**src/rtl/pipelined_cla_addsub.sv**
```systemverilog
// pipelined_cla_addsub
//   Pipelined add/subtract built from 4-bit carry-lookahead groups. Stage k
//   resolves nibble k using the carry registered by stage k-1, so a result
//   emerges GROUPS cycles after acceptance, one per cycle when unstalled.
//   A valid/ready handshake on both sides; a stalled output freezes the
//   whole pipeline.
//
// Ports
//   clk        rising-edge clock
//   rst        synchronous active-high reset
//   in_valid   operand set valid          in_ready   operand set accepted
//   a, b       operands (WIDTH)           cin        carry-in / borrow-in
//   sub        0 = a+b+cin, 1 = a-b-cin
//   out_valid  result valid               out_ready  result consumed
//   sum        result modulo 2^WIDTH
//   cout       add: carry-out; sub: 1 = no borrow
//   ovf        two's-complement overflow
module pipelined_cla_addsub #(
  parameter int WIDTH = 16
) (
  input  logic             clk,
  input  logic             rst,
  input  logic             in_valid,
  output logic             in_ready,
  input  logic [WIDTH-1:0] a,
  input  logic [WIDTH-1:0] b,
  input  logic             cin,
  input  logic             sub,
  output logic             out_valid,
  input  logic             out_ready,
  output logic [WIDTH-1:0] sum,
  output logic             cout,
  output logic             ovf
);

  localparam int GROUPS = WIDTH / 4;

  logic             stall;
  logic             take;
  logic [WIDTH-1:0] b_eff;
  logic             cin_eff;

  // Subtraction as a + ~b + ~cin: borrow-in becomes an inverted carry-in.
  assign b_eff   = sub ? ~b : b;
  assign cin_eff = sub ? ~cin : cin;

  assign stall    = out_valid & ~out_ready;
  assign in_ready = ~rst & ~stall;
  assign take     = in_valid & in_ready;

  // 4-bit lookahead group: returns {carry_out, sum[3:0]}.
  function automatic logic [4:0] cla4(input logic [3:0] x, input logic [3:0] y,
                                      input logic ci);
    logic [3:0] g, p;
    logic       c1, c2, c3, c4;
    g  = x & y;
    p  = x ^ y;
    c1 = g[0] | (p[0] & ci);
    c2 = g[1] | (p[1] & g[0]) | (p[1] & p[0] & ci);
    c3 = g[2] | (p[2] & g[1]) | (p[2] & p[1] & g[0]) | (p[2] & p[1] & p[0] & ci);
    c4 = g[3] | (p[3] & g[2]) | (p[3] & p[2] & g[1]) | (p[3] & p[2] & p[1] & g[0])
       | (p[3] & p[2] & p[1] & p[0] & ci);
    return {c4, p ^ {c3, c2, c1, ci}};
  endfunction

  for (genvar k = 0; k < GROUPS; k++) begin : g_stage
    // Operand bits still unresolved on entry to stage k.
    localparam int RW = WIDTH - 4 * k;

    logic [RW-1:0]    op_a;
    logic [RW-1:0]    op_b;
    logic             c_in;
    logic             vin;
    logic [4*k+3:0]   s_next;
    logic [4:0]       r;
    logic             v;
    logic             co;
    logic [4*k+3:0]   s;

    if (k == 0) begin : g_src
      assign op_a   = a;
      assign op_b   = b_eff;
      assign c_in   = cin_eff;
      assign vin    = take;
      assign s_next = r[3:0];
    end else begin : g_src
      assign op_a   = g_stage[k-1].g_rem.ra;
      assign op_b   = g_stage[k-1].g_rem.rb;
      assign c_in   = g_stage[k-1].co;
      assign vin    = g_stage[k-1].v;
      assign s_next = {r[3:0], g_stage[k-1].s};
    end

    assign r = cla4(op_a[3:0], op_b[3:0], c_in);

    always_ff @(posedge clk) begin
      if (rst) begin
        v  <= 1'b0;
        co <= 1'b0;
        s  <= '0;
      end else if (!stall) begin
        v  <= vin;
        co <= r[4];
        s  <= s_next;
      end
    end

    if (k < GROUPS - 1) begin : g_rem
      logic [RW-5:0] ra;
      logic [RW-5:0] rb;
      always_ff @(posedge clk) begin
        if (rst) begin
          ra <= '0;
          rb <= '0;
        end else if (!stall) begin
          ra <= op_a[RW-1:4];
          rb <= op_b[RW-1:4];
        end
      end
    end else begin : g_last
      logic ov;
      // Carry into the MSB is recovered as sum[3] ^ p[3], so overflow is
      // sum[3] ^ a[3] ^ b_eff[3] ^ carry_out without exporting c3.
      always_ff @(posedge clk) begin
        if (rst) begin
          ov <= 1'b0;
        end else if (!stall) begin
          ov <= r[3] ^ op_a[3] ^ op_b[3] ^ r[4];
        end
      end
    end
  end

  assign out_valid = g_stage[GROUPS-1].v;
  assign sum       = g_stage[GROUPS-1].s;
  assign cout      = g_stage[GROUPS-1].co;
  assign ovf       = g_stage[GROUPS-1].g_last.ov;

endmodule

```
**config.mk**
```make
export PLATFORM = sky130hd
export DESIGN_NAME = pipelined_cla_addsub
export DESIGN_NICKNAME = d
export VERILOG_FILES = /design/src/rtl/pipelined_cla_addsub.sv
export SDC_FILE = /design/constraint.sdc
export NUM_CORES = 1
export LEC_CHECK = 0
export ABC_CLOCK_PERIOD_IN_PS = 1700
export BUFFER_PORTS_ARGS = -buffer_cell sky130_fd_sc_hd__buf_2
export CORE_MARGIN = 3
export CORE_UTILIZATION = 40
export DETAILED_ROUTE_END_ITERATION = 8
export GPL_ROUTABILITY_DRIVEN = 0
export PLACE_DENSITY = 0.68
export SKIP_CTS_REPAIR_TIMING = 1
export SYNTH_ARGS = -nofsm -noshare
export SYNTH_HDL_FRONTEND = slang
export SYNTH_SLANG_ARGS = --single-unit
export TNS_END_PERCENT = 50
```
**constraint.sdc**
```tcl
create_clock -name clk -period 1.7 [get_ports clk]
set_input_delay 0 -clock clk [delete_from_list [all_inputs] [get_ports clk]]
set_output_delay 0 -clock clk [all_outputs]
set_load 0.03 [all_outputs]
```
* After elaboration in Yosys (flattened, before gate mapping) *
Index checks and enable logic that the tools add are counted.

storage, ports and cells
  logic and storage cells = 148
  input port bits = 38
  output and inout port bits = 20
  flip-flop bits (word level) = 97

operators by class
  bitwise operators = 127
  muxes and demuxes = 2

operators with widths
  cell                number
  1-bit bitwise AND   67
  1-bit OR            40
  4-bit bitwise XOR   8
  4-bit bitwise AND   4
  16-bit two-way mux  1
  16-bit NOT          1
  1-bit NOT           4
  1-bit bitwise XOR   3
  1-bit two-way mux   1

* Logic depth before layout (Yosys ltp) *
  word-level depth = 9
  mapped depth = 8
  gate-level depth less buffers = 6

* Worst setup path after synthesis *
Ideal clock, no wire load.

  kind = flip-flop to flip-flop
  start = reg g_stage[2].g_rem.ra[0]
  end = reg g_stage[3].g_last.ov (netlist: ovf)
  path slack = -18 ps
  arrival = 1,630 ps
  setup time = 88 ps
  data required time = 1,612 ps
  buffers on the path = 0
  stages on the path, launching flop included = 6
  period minus slack after synthesis = 1,718 ps
  cells stage by stage = dfxtp_1 > ha_1 > a211o_1 > a211o_1 > mux2_4 > nor4_2

between the ends
  cells in the longest elaborated chain, start to end = 8
  elaborated cells between the ends (all ways) = 16
  classes of those cells = bitwise (16)

RTL lines
  item                                                           line    text
  start: declaration                                             109     logic [RW-5:0] ra;
  start signal: assignment                                       116     ra <= op_a[RW-1:4];
  4-bit bitwise AND / 4-bit bitwise XOR (equally long branches)  56, 57
  1-bit bitwise AND                                              60      c3 = g[2] | (p[2] & g[1]) | (p[2] & p[1] & g[0]) | (p[2] & p[1] & p[0] & ci);
  1-bit OR / 1-bit bitwise AND (equally long branches)           60
  1-bit OR                                                       60
  4-bit bitwise XOR                                              63      return {c4, p ^ {c3, c2, c1, ci}};
  1-bit bitwise XOR (2 in series)                                128     ov <= r[3] ^ op_a[3] ^ op_b[3] ^ r[4];
  1-bit bitwise XOR (*)                                          128
  end signal: assignment                                         128
  end: declaration                                               121     logic ov;

Mark *: on every way between the ends. The rest lies on a longest branch, timed or not.
A chain may end at the register's enable or synchronous reset.

* Worst setup path in the final report *
  start = reg g_stage[2].g_rem.ra[1]
  end = reg g_stage[3].g_last.ov (netlist: ovf)

between the ends
  cells in the longest elaborated chain, start to end = 9
  elaborated cells between the ends (all ways) = 22
  classes of those cells = bitwise (22)

RTL lines
  item                                                                line
  4-bit bitwise AND / 4-bit bitwise XOR (equally long branches)       56, 57
  1-bit bitwise AND                                                   60
  1-bit OR / 1-bit bitwise AND (equally long branches) (2 in series)  60
  1-bit OR                                                            60
  4-bit bitwise XOR                                                   63
  1-bit bitwise XOR (2 in series)                                     128
  1-bit bitwise XOR (*)                                               128

Marked as above.

==> summary.md <==
| Metric | Value |
|---|---|
| Status | complete, but fails checks |
| Failing checks | hold timing, setup timing |
| Largest net degree at the start of global routing | 72 |
| Diodes inserted | 0 |
| DP Worst Slack | -28.7 ps |
| Final net count | 633 |
| Initial antenna violation count | 0 |
| First-pass GRT wire length | 15200 um |
| Boundary Pins | 58 |
| Power Dens Cells | 908 mW/mm^2 |
| Number of synthesized flops with an enable pin | 0 |
| TritonCTS Sinks | 97 |
| Via count | 3581 |
| Die height | 108 um |
| Post-synth top area share | 0.468 |
| Worst-margin pin slew | 714 ps |
| Total Power | 0.00467 W |
| Total wire length | 9270 um |
| Syn Inst Count | 499 |
| Slowest stage delay, CP | 380 ps |
| HP Class | primary input to flip-flop |
| Drt initial violations | 162 |
| Tot GR Track Use | 0.160 |
| Sequential area share after synthesis | 0.468 |
| Grt ovf | 0 |
| Ys flop type | dfxtp_1 |
| Initial core utilization | 0.419 |
| Synth Cell Area | 0.00415 mm^2 |
| Clk slew on worst S/H paths | 90 ps |
| CTS buffer count | 9 |
| Drt drc | 0 |
| Synth warnings | 0 |
| Required time of the critical path | 1970 ps |
| Rel. slew slack | 0.524 |
| Final hold viol count | 1 |
| Layout cells sized above 1 | 0.188 |
| Worst Path Arrival | 2010 ps |
| Most common cell after layout, fill and taps aside | nand2_1 |
| DRT Pass-1 Iters | 6 |
| Core box area | 0.00991 mm^2 |
| Max Cap Violations | 0 |
| Avg Cell Area, Syn | 8.32 um^2 |
| Biggest area consumer among synthesized cells | dfxtp_1 |
| Period utilization | 1.02 |
| Critical Path Source Type | flip-flop |
| Post-DP HPWL | 6270 um |
| Die width | 108 um |
| Die area | 0.0116 mm^2 |
| Leakage | 2.16 nW |
| Yosys reg bits | 97 |
| Critical path cell sequence | ha_4, o21a_2, a211o_1, mux2_4, nor4_4 |
| Async set-reset flop share out of synthesis | 0 |
| Worst hold slack | -9.15 ps |
| Slowest CP cell | a211o_1 |
| Area contributors post-synth | dfxtp_1, nand2_1, a21oi_1 |
| Post-route minimum period | 1740 ps |
| Most frequent cells in the layout | nand2_1, dfxtp_1, a21oi_1 |
| Synth cell types | 40 |
| Number of port buffers | 57 |
| Number of global-route vias before repair | 3351 |
| Max Fclk | 575 MHz |
| Final Max Tran Viols | 0 |
| Post-detailed-route count of antenna-violating nets | 0 |
| Max FO, Critical Path | 4 |
| Worst skew pair latency | 350 ps |
| Final setup viols | 2 |
| Area grow syn2layout | 24.0% |
| Clock Tree Buf Depth | 2 |
| Synth Net Count | 557 |
| Buffers and inverters on the worst path | 0 |
| Worst path top cell family by delay | compound AO/OA/AOI/OAI gates |
| Fin worst setup slack | -38.8 ps |
| Vias/cell | 5.02 |
| Average wire per standard cell | 13.0 um |
| CTS root buf | clkbuf_8 |
| H-tree depth | 3 |
| Crit end category | flip-flop |
| Max VDD drop | 0.416 mV |
| Crit Path Class | flip-flop to flip-flop |
| Placement Rows | 36 |
| TritonCTS clock tree | built |
| Max Clock Skew | 13.7 ps |
| RSZ-0062 raised after global routing | true |
[final cells by class]
type / count / area [um^2]
clock buffers: 11 / 141
multi-input cells: 358 / 2090
inverters: 9 / 33.8
flip-flops and latches: 97 / 1950
well taps: 133 / 166
clock inverters: 5 / 61.3
repair buffers: 100 / 706
fillers: 995 / 4760
[registers in the layout (all words and copies together) (netlist names)]
| name | cells |
|---|---|
| out_valid | 1 |
| g_stage.s | 24 |
| cout | 1 |
| g_stage.v | 3 |
| g_stage.g_rem.rb | 24 |
| sum | 16 |
| g_stage.g_rem.ra | 24 |
| g_stage.co | 3 |
| ovf | 1 |
[worst reg2reg max path: cells and delay by family, from the launching register on]
family	cells	cell delay (ps)
AOI/OAI and AO/OA	2	600
DFF	1	350
muxes	1	350
adders and majority gates	1	240
and+or+nand+nor	1	120
[synth_stat cells, types with 4 or more instances]
cell type	n
nor3_1	4
nand3_1	8
nand2_1	142
xnor2_1	19
buf_1	10
nor4b_1	5
dfxtp_1	97
xor2_1	6
ha_1	16
a211oi_1	17
nor2_1	22
o21ai_0	8
fa_1	4
clkbuf_1	18
a21oi_1	79
inv_1	9
[per-stage QoR]
| stage | std cells | hold WS (ps) | util | TNS, ps | cell area [um^2] |
|---|---|---|---|---|---|
| after floorplan | 499 | 140 | - | 0 | 4160 |
| final | 713 | -9.15 | 0.519 | -70.4 | 5140 |
| after CTS | 687 | -121 | 0.488 | -49.6 | 4830 |
| after global placement | 671 | 250 | 0.467 | 0 | 4630 |
| after detailed placement | 671 | 260 | 0.467 | -28.7 | 4630 |
| after global routing | 713 | 0.961 | 0.519 | -209 | 5140 |
[kinds of logic (layout without fill, tap and decap cells)]
kind of cell	count (synthesis)	count (layout)	synth area share
AO/OA/AOI/OAI	120	120	0.165
XOR/XNOR	25	25	0.0528
adder cells (fa/ha/maj)	20	20	0.0675
buffers and inverters	44	125	0.0485
flip-flops	97	97	0.468
multiplexers	1	1	0.00362
AND/OR/NAND/NOR	192	192	0.195
[layer usage]
metal / track usage / vias up / part of all wire
met5: 0 / - / 0
met4: 0.0532 / 0 / 0.023
met3: 0.0288 / 19 / 0.045
met2: 0.261 / 95 / 0.47
met1: 0.213 / 1642 / 0.47
li1: - / 1825 / -
[final timing paths]
| check | startpoint | endpoint | slack [ps] | cells after the start |
|---|---|---|---|---|
| hold / removal | b[4] | g_stage[0].g_rem.rb[0] | -9 | 4 |
| hold reg to reg | sum[11] | sum[11] | 450 | 2 |
| setup / recovery | g_stage[2].g_rem.ra[1] | ovf | -40 | 5 |
| setup reg to reg | g_stage[2].g_rem.ra[1] | ovf | -40 | 5 |
[power by group]
group | leakage, nW | switching, W | internal (W)
sequential | 0.800 | 0.0000840 | 0.00243
clock | 0.104 | 0.000789 | 0.000733
combinational | 1.25 | 0.000344 | 0.000298
Power figures use the tool's default switching activity.
